$ cat config.mk
export PLATFORM = sky130hd
export DESIGN_NAME = line_buffer_3row_flat
export DESIGN_NICKNAME = d
export VERILOG_FILES = /design/src/rtl/line_buffer_3row_if.sv /design/src/rtl/line_buffer_3row.sv /design/src/flat_wrapper.sv
export SDC_FILE = /design/constraint.sdc
export NUM_CORES = 2
export LEC_CHECK = 0
export ABC_AREA = 1
export ABC_CLOCK_PERIOD_IN_PS = 26400
export BUFFER_PORTS_ARGS = -buffer_cell sky130_fd_sc_hd__buf_2
export CAP_MARGIN = 20
export CORE_MARGIN = 2
export CORE_UTILIZATION = 55
export CTS_BUF_LIST = sky130_fd_sc_hd__clkbuf_4 sky130_fd_sc_hd__clkbuf_8 sky130_fd_sc_hd__clkbuf_16
export CTS_CLUSTER_SIZE = 40
export DETAILED_ROUTE_END_ITERATION = 6
export MAX_ROUTING_LAYER = met4
export PLACE_DENSITY = 0.73
export SETUP_SLACK_MARGIN = 0.05
export SYNTH_ARGS = -nofsm -noshare
export SYNTH_HDL_FRONTEND = slang
export SYNTH_SLANG_ARGS = --single-unit
$ cat constraint.sdc
create_clock -name clk -period 26.4 [get_ports clk]
set_input_delay 1.32 -clock clk [delete_from_list [all_inputs] [get_ports clk]]
set_output_delay 1.32 -clock clk [all_outputs]
set_load 0.05 [all_outputs]
$ cat src/rtl/line_buffer_3row_if.sv
// Pixel-in / column-out bus of the three-row line buffer.
// Handshake: a pixel moves on a rising clk edge where pix_valid and pix_ready
// are both 1; a column is popped on a rising clk edge where col_valid and
// shift_buffer are both 1. Neither side may make valid depend on ready.
interface line_buffer_3row_if #(
  parameter int BIT_DEPTH = 8
);
  logic                 start;
  logic [BIT_DEPTH-1:0] pix_in;
  logic                 pix_valid;
  logic                 pix_ready;
  logic                 shift_buffer;
  logic [BIT_DEPTH-1:0] in_l1;
  logic [BIT_DEPTH-1:0] in_l2;
  logic [BIT_DEPTH-1:0] in_l3;
  logic                 col_valid;
  logic                 row_done;
  logic                 done;

  // Producer/consumer side (stimulus or upstream + convolution stage)
  modport master (
    output start, pix_in, pix_valid, shift_buffer,
    input  pix_ready, in_l1, in_l2, in_l3, col_valid, row_done, done
  );

  // Line buffer side
  modport slave (
    input  start, pix_in, pix_valid, shift_buffer,
    output pix_ready, in_l1, in_l2, in_l3, col_valid, row_done, done
  );
endinterface

$ cat src/rtl/line_buffer_3row.sv
// Three-row line buffer: stores rows in three rotating flop banks and presents
// one vertically aligned top/mid/bottom column per pop.
module line_buffer_3row #(
  parameter int BIT_DEPTH  = 8,
  parameter int IMG_WIDTH  = 28,
  parameter int IMG_HEIGHT = 28,
  parameter int COL_W      = 5,
  parameter int ROW_W      = 5
) (
  input  logic                  clk,
  input  logic                  rst,
  line_buffer_3row_if.slave     bus,
  output logic [2:0]            dbg_state
);

  typedef enum logic [2:0] {
    S_IDLE   = 3'd0,
    S_FILL   = 3'd1,
    S_READ   = 3'd2,
    S_REFILL = 3'd3,
    S_DONE   = 3'd4
  } state_t;

  state_t state, state_nxt;

  logic [BIT_DEPTH-1:0] bank [3][IMG_WIDTH];
  logic [1:0]           wr_bank;
  logic [1:0]           top_ptr;
  logic [1:0]           rows_in;
  logic [COL_W-1:0]     wr_col;
  logic [COL_W-1:0]     rd_col;
  logic [ROW_W-1:0]     out_row;

  logic accept, row_in_last, pop, pop_last, last_out_row;
  logic [1:0] mid_ptr, bot_ptr;

  function automatic logic [1:0] ptr_inc(input logic [1:0] p);
    return (p == 2'd2) ? 2'd0 : p + 2'd1;
  endfunction

  assign mid_ptr      = ptr_inc(top_ptr);
  assign bot_ptr      = ptr_inc(mid_ptr);
  assign accept       = bus.pix_valid & bus.pix_ready;
  assign row_in_last  = accept && (wr_col == COL_W'(IMG_WIDTH - 1));
  assign pop          = (state == S_READ) && bus.shift_buffer;
  assign pop_last     = pop && (rd_col == COL_W'(IMG_WIDTH - 1));
  assign last_out_row = (out_row == ROW_W'(IMG_HEIGHT - 3));
  assign dbg_state    = state;

  // State register
  always_ff @(posedge clk or posedge rst) begin
    if (rst) state <= S_IDLE;
    else     state <= state_nxt;
  end

  // Next-state decode
  always_comb begin
    state_nxt = state;
    case (state)
      S_IDLE:   if (bus.start) state_nxt = S_FILL;
      S_FILL:   if (row_in_last && rows_in == 2'd2) state_nxt = S_READ;
      S_READ:   if (pop_last) state_nxt = last_out_row ? S_DONE : S_REFILL;
      S_REFILL: if (row_in_last) state_nxt = S_READ;
      S_DONE:   state_nxt = S_IDLE;
      default:  state_nxt = S_IDLE;
    endcase
  end

  // Outputs: handshake flags and the column taken from the rotated banks
  always_comb begin
    bus.pix_ready = (state == S_FILL) || (state == S_REFILL);
    bus.col_valid = (state == S_READ);
    bus.row_done  = pop_last;
    bus.done      = (state == S_DONE);
    bus.in_l1     = '0;
    bus.in_l2     = '0;
    bus.in_l3     = '0;
    if (state == S_READ) begin
      bus.in_l1 = bank[top_ptr][rd_col];
      bus.in_l2 = bank[mid_ptr][rd_col];
      bus.in_l3 = bank[bot_ptr][rd_col];
    end
  end

  // Counters, bank rotation and pixel writes
  always_ff @(posedge clk or posedge rst) begin
    if (rst) begin
      wr_bank <= '0;
      top_ptr <= '0;
      rows_in <= '0;
      wr_col  <= '0;
      rd_col  <= '0;
      out_row <= '0;
      for (int b = 0; b < 3; b++)
        for (int c = 0; c < IMG_WIDTH; c++)
          bank[b][c] <= '0;
    end else begin
      case (state)
        S_IDLE: begin
          if (bus.start) begin
            wr_bank <= '0;
            top_ptr <= '0;
            rows_in <= '0;
            wr_col  <= '0;
            rd_col  <= '0;
            out_row <= '0;
          end
        end
        S_FILL, S_REFILL: begin
          if (accept) begin
            bank[wr_bank][wr_col] <= bus.pix_in;
            if (row_in_last) begin
              wr_col <= '0;
              // Initial fill walks banks 0,1,2; a refill stays on its one bank
              if (state == S_FILL && rows_in != 2'd2) begin
                rows_in <= rows_in + 2'd1;
                wr_bank <= wr_bank + 2'd1;
              end
            end else begin
              wr_col <= wr_col + COL_W'(1);
            end
          end
        end
        S_READ: begin
          if (pop_last) begin
            rd_col  <= '0;
            out_row <= out_row + ROW_W'(1);
            if (!last_out_row) begin
              // Oldest row is retired: it becomes the write target, and the
              // former middle row becomes the new top
              wr_bank <= top_ptr;
              top_ptr <= mid_ptr;
            end
          end else if (pop) begin
            rd_col <= rd_col + COL_W'(1);
          end
        end
        default: ;
      endcase
    end
  end

endmodule

$ cat src/flat_wrapper.sv
// flat-port wrapper written by rule: the top's interface ports become plain ports
module line_buffer_3row_flat 
#(
  parameter int BIT_DEPTH  = 8,
  parameter int IMG_WIDTH  = 28,
  parameter int IMG_HEIGHT = 28,
  parameter int COL_W      = 5,
  parameter int ROW_W      = 5
)
  (clk, rst, dbg_state, bus_start, bus_pix_in, bus_pix_valid, bus_shift_buffer, bus_pix_ready, bus_in_l1, bus_in_l2, bus_in_l3, bus_col_valid, bus_row_done, bus_done);
  line_buffer_3row_if #(.BIT_DEPTH(BIT_DEPTH)) bus_i ();
  input  logic clk;
  input  logic rst;
  output logic [2:0] dbg_state;
  input wire logic [$bits(bus_i.start)-1:0] bus_start;
  input wire logic [$bits(bus_i.pix_in)-1:0] bus_pix_in;
  input wire logic [$bits(bus_i.pix_valid)-1:0] bus_pix_valid;
  input wire logic [$bits(bus_i.shift_buffer)-1:0] bus_shift_buffer;
  output wire logic [$bits(bus_i.pix_ready)-1:0] bus_pix_ready;
  output wire logic [$bits(bus_i.in_l1)-1:0] bus_in_l1;
  output wire logic [$bits(bus_i.in_l2)-1:0] bus_in_l2;
  output wire logic [$bits(bus_i.in_l3)-1:0] bus_in_l3;
  output wire logic [$bits(bus_i.col_valid)-1:0] bus_col_valid;
  output wire logic [$bits(bus_i.row_done)-1:0] bus_row_done;
  output wire logic [$bits(bus_i.done)-1:0] bus_done;
  assign bus_i.start = bus_start;
  assign bus_i.pix_in = bus_pix_in;
  assign bus_i.pix_valid = bus_pix_valid;
  assign bus_i.shift_buffer = bus_shift_buffer;
  assign bus_pix_ready = bus_i.pix_ready;
  assign bus_in_l1 = bus_i.in_l1;
  assign bus_in_l2 = bus_i.in_l2;
  assign bus_in_l3 = bus_i.in_l3;
  assign bus_col_valid = bus_i.col_valid;
  assign bus_row_done = bus_i.row_done;
  assign bus_done = bus_i.done;
  line_buffer_3row #(.BIT_DEPTH(BIT_DEPTH), .IMG_WIDTH(IMG_WIDTH), .IMG_HEIGHT(IMG_HEIGHT), .COL_W(COL_W), .ROW_W(ROW_W)) u_core (.clk(clk), .rst(rst), .bus(bus_i), .dbg_state(dbg_state));
endmodule
==> results.json <==
{
  "outcome": "complete, no violations",
  "worstHoldPathType": "register to register",
  "clockBufferDepth": 3,
  "finalHoldViolCount": 0,
  "cts.sinks": 696,
  "worstMarginPinSlew_ns": 1.13,
  "yosys_register_bits": 696,
  "cp_cell_sequence": "buf_4 -> inv_2 -> nor2_4 -> buf_4 -> buf_4 -> nand2_1 -> nand3_1 -> nand3_1 -> nand3_1 -> nand3_1 -> nand2_1 -> nand2_1 -> nor2_1 -> buf_2",
  "area_delta_synth_final_pct": 4.70,
  "yosys.area.top_type": "dfrtp_1",
  "cts.repair.resized": 0,
  "cts_setup_buffers": 0,
  "gp_congestion": 0.913,
  "synth-main-ff-cell": "dfrtp_1",
  "grt_pass1_vias": 43400,
  "r2r_cells": 7,
  "cts_root_buf": "clkbuf_16",
  "clkTransAtPathRegs_ns": 0.06,
  "ys_types": 31,
  "required_ns": 25.08,
  "syn_nets": 7077,
  "avgSynthCellArea_sq_um": 6.51,
  "overflow": 0,
  "initial_core_util": 0.557,
  "setup_violations": 0,
  "numCtsBuffers": 80,
  "max_stage_delay_ns": 0.87,
  "nets": 6729,
  "die_area_sq_um": 85800,
  "cp_slowest_cell": "buf_4",
  "hold_path_depth": 2,
  "tns_ns": 0,
  "synth_commonest_cells": "nand2_1, nand3_1, inv_1",
  "crit_arrival_ns": 6.27,
  "yosysWarnings": 0,
  "io_pins": 44,
  "via_count": 47500,
  "rows": 105,
  "antenna_found_initial": 2,
  "die_h_microns": 293,
  "yosysSeqAreaShare": 0.379,
  "syn_inst": 7053,
  "drt_iter0_drc": 6600,
  "synth_most_common_cell": "nand2_1",
  "viasPerCell": 6.06,
  "cts_tree": "built",
  "die_w_microns": 293,
  "p_per_area_nw_per_um2": 109,
  "final_layout_size_suffix_gt1_frac": 0.0495,
  "leakagePower_nw": 22.9,
  "coreArea_sq_um": 82400,
  "timing.hold.ws_ns": 0.482,
  "fmax_ghz": 0.132,
  "drt_pass1_iterations": 6,
  "min_period_over_period": 0.288,
  "end_kind": "primary output",
  "routed_wl_microns": 158000,
  "async_flop_share": 1.00,
  "grt_util_all_layers": 0.375,
  "worstSetupStartpointType": "register",
  "syn-cell-area_sq_um": 45900,
  "finClkSkew_ns": 0.0336,
  "synth_edf_count": 0,
  "slew_headroom": 0.248,
  "min_period_ns": 7.59,
  "drc": 0,
  "cp_common_cell": "nand3_1",
  "holdBufCountCts": 0,
  "worstSetupPathType": "register to primary output",
  "h-tree-depth": 3,
  "cp_max_fo": 95,
  "slew_viol_final": 0,
  "rsz0062_at_grt": "false",
  "yosys-top-cells-area": "dfrtp_1, nand2_1, nand3_1",
  "ant_nets": 0,
  "synth_top_area_share": 0.379,
  "grt_max_degree": 210,
  "dp_hpwl_microns": 92500,
  "worstSkewPairLatency_ns": 0.67,
  "grt_pass1_wl_microns": 246000,
  "portBuffers": 43,
  "power.ir.vdd_worst_mv": 0.146,
  "max-cap-violations": 0,
  "wl_per_cell_microns": 20.1
}
-- layout make-up --
type | instances | area, sq um
tap | 1070 | 1340
timing repair buffer | 100 | 751
antenna | 1 | 2.50
inverter | 769 | 2910
multi-input combinational | 5058 | 23000
clock inverter | 26 | 280
sequential | 696 | 17400
fill | 7830 | 34300
clock buffer | 114 | 2360
-- placed cells by master, fill, tap and decap left out --
master	count
dfrtp_2	1
o211ai_1	91
diode_2	1
a21oi_1	527
ha_1	11
nor2_1	237
inv_1	750
nor2_8	3
inv_16	2
nand2_2	7
clkinvlp_4	2
a31oi_1	3
buf_2	43
bufinv_16	4
inv_2	15
clkbuf_4	19
dfrtp_1	692
o22ai_1	5
o21ai_0	633
buf_12	7
clkinv_2	14
inv_8	3
o31ai_1	2
dfrtp_4	3
nor3b_1	3
nand2_4	55
inv_6	4
clkbuf_16	81
nand2_1	2346
or2_2	1
nand4_1	121
nand3_1	922
nor3_1	5
nor2_4	6
o21ai_1	80
buf_4	49
clkbuf_8	14
buf_16	1
inv_4	1
-- registers in the layout (all words and copies together), names as in the netlist --
| name | flops |
|---|---|
| u_core.out_row | 5 |
| u_core.top_ptr | 2 |
| u_core.rd_col | 5 |
| u_core.wr_bank | 2 |
| u_core.wr_col | 5 |
| u_core.rows_in | 2 |
| u_core.dbg_state | 3 |
| u_core.bank | 672 |
-- worst max-delay path: cells and delay by family (launching register included) --
kind                   cells  cell delay (ns)
buffers and inverters      5             2.94
flip-flops                 1             0.32
AND/OR/NAND/NOR            9             2.19
-- cell families (layout without fill, tap and decap cells) --
kind of cell / after synthesis / in the layout / share of synthesized area
buffers and inverters: 1299 / 1009 / 0.120
adders and majority gates: 11 / 11 / 0.00300
AOI/OAI and AO/OA: 1341 / 1341 / 0.151
DFF: 696 / 696 / 0.379
and+or+nand+nor: 3706 / 3706 / 0.346
other: 0 / 1 / 0
-- report_power, final --
group	switching, mW	internal (mW)	leakage, nW
clock network	0.483	0.664	1.34
registers	0.210	1.31	9.55
logic	1.82	0.774	12.0
total	2.51	2.74	22.9
-- per-stage QoR --
stage | instances | setup WS (ns) | cell area [sq um] | total power, mW | util
3_5_place_dp | 7692 | 19.80 | 45400 | 4.03 | 0.551
3_3_place_gp | 7692 | 19.79 | 45400 | 3.97 | 0.551
2_1_floorplan | 7053 | 5.56 | 45900 | 3.38 | -
4_1_cts | 7832 | 19.10 | 48000 | 5.18 | 0.583
5_1_grt | 7834 | 18.56 | 48100 | 5.60 | 0.584
6_report | 7834 | 18.81 | 48100 | 5.25 | 0.584
-- worst paths after layout --
path                                                  from                      endpoint  slack (ns)
setup / recovery             u_core.top_ptr[0]$_DFFE_PP0P_                  bus_in_l1[6]       18.81
hold / removal                u_core.bank[446]$_DFFE_PP0P_  u_core.bank[446]$_DFFE_PP0P_        0.48
setup reg to reg           u_core.dbg_state[2]$_DFFE_PP0P_    u_core.bank[9]$_DFFE_PP0P_       23.17
hold reg to reg               u_core.bank[446]$_DFFE_PP0P_  u_core.bank[446]$_DFFE_PP0P_        0.48
max in group asynchronous                              rst  u_core.bank[368]$_DFFE_PP0P_       23.24
min in group asynchronous                              rst  u_core.bank[279]$_DFFE_PP0P_        0.76
-- routing by layer --
layer | share of wire | up-vias | GRT usage
met2 | 0.42 | 2948 | 0.526
met4 | 0.049 | 0 | 0.181
met5 | 0 | - | -
li1 | - | 22000 | -
met3 | 0.13 | 465 | 0.0760
met1 | 0.41 | 22100 | 0.518
Power figures use the tool's default switching activity.
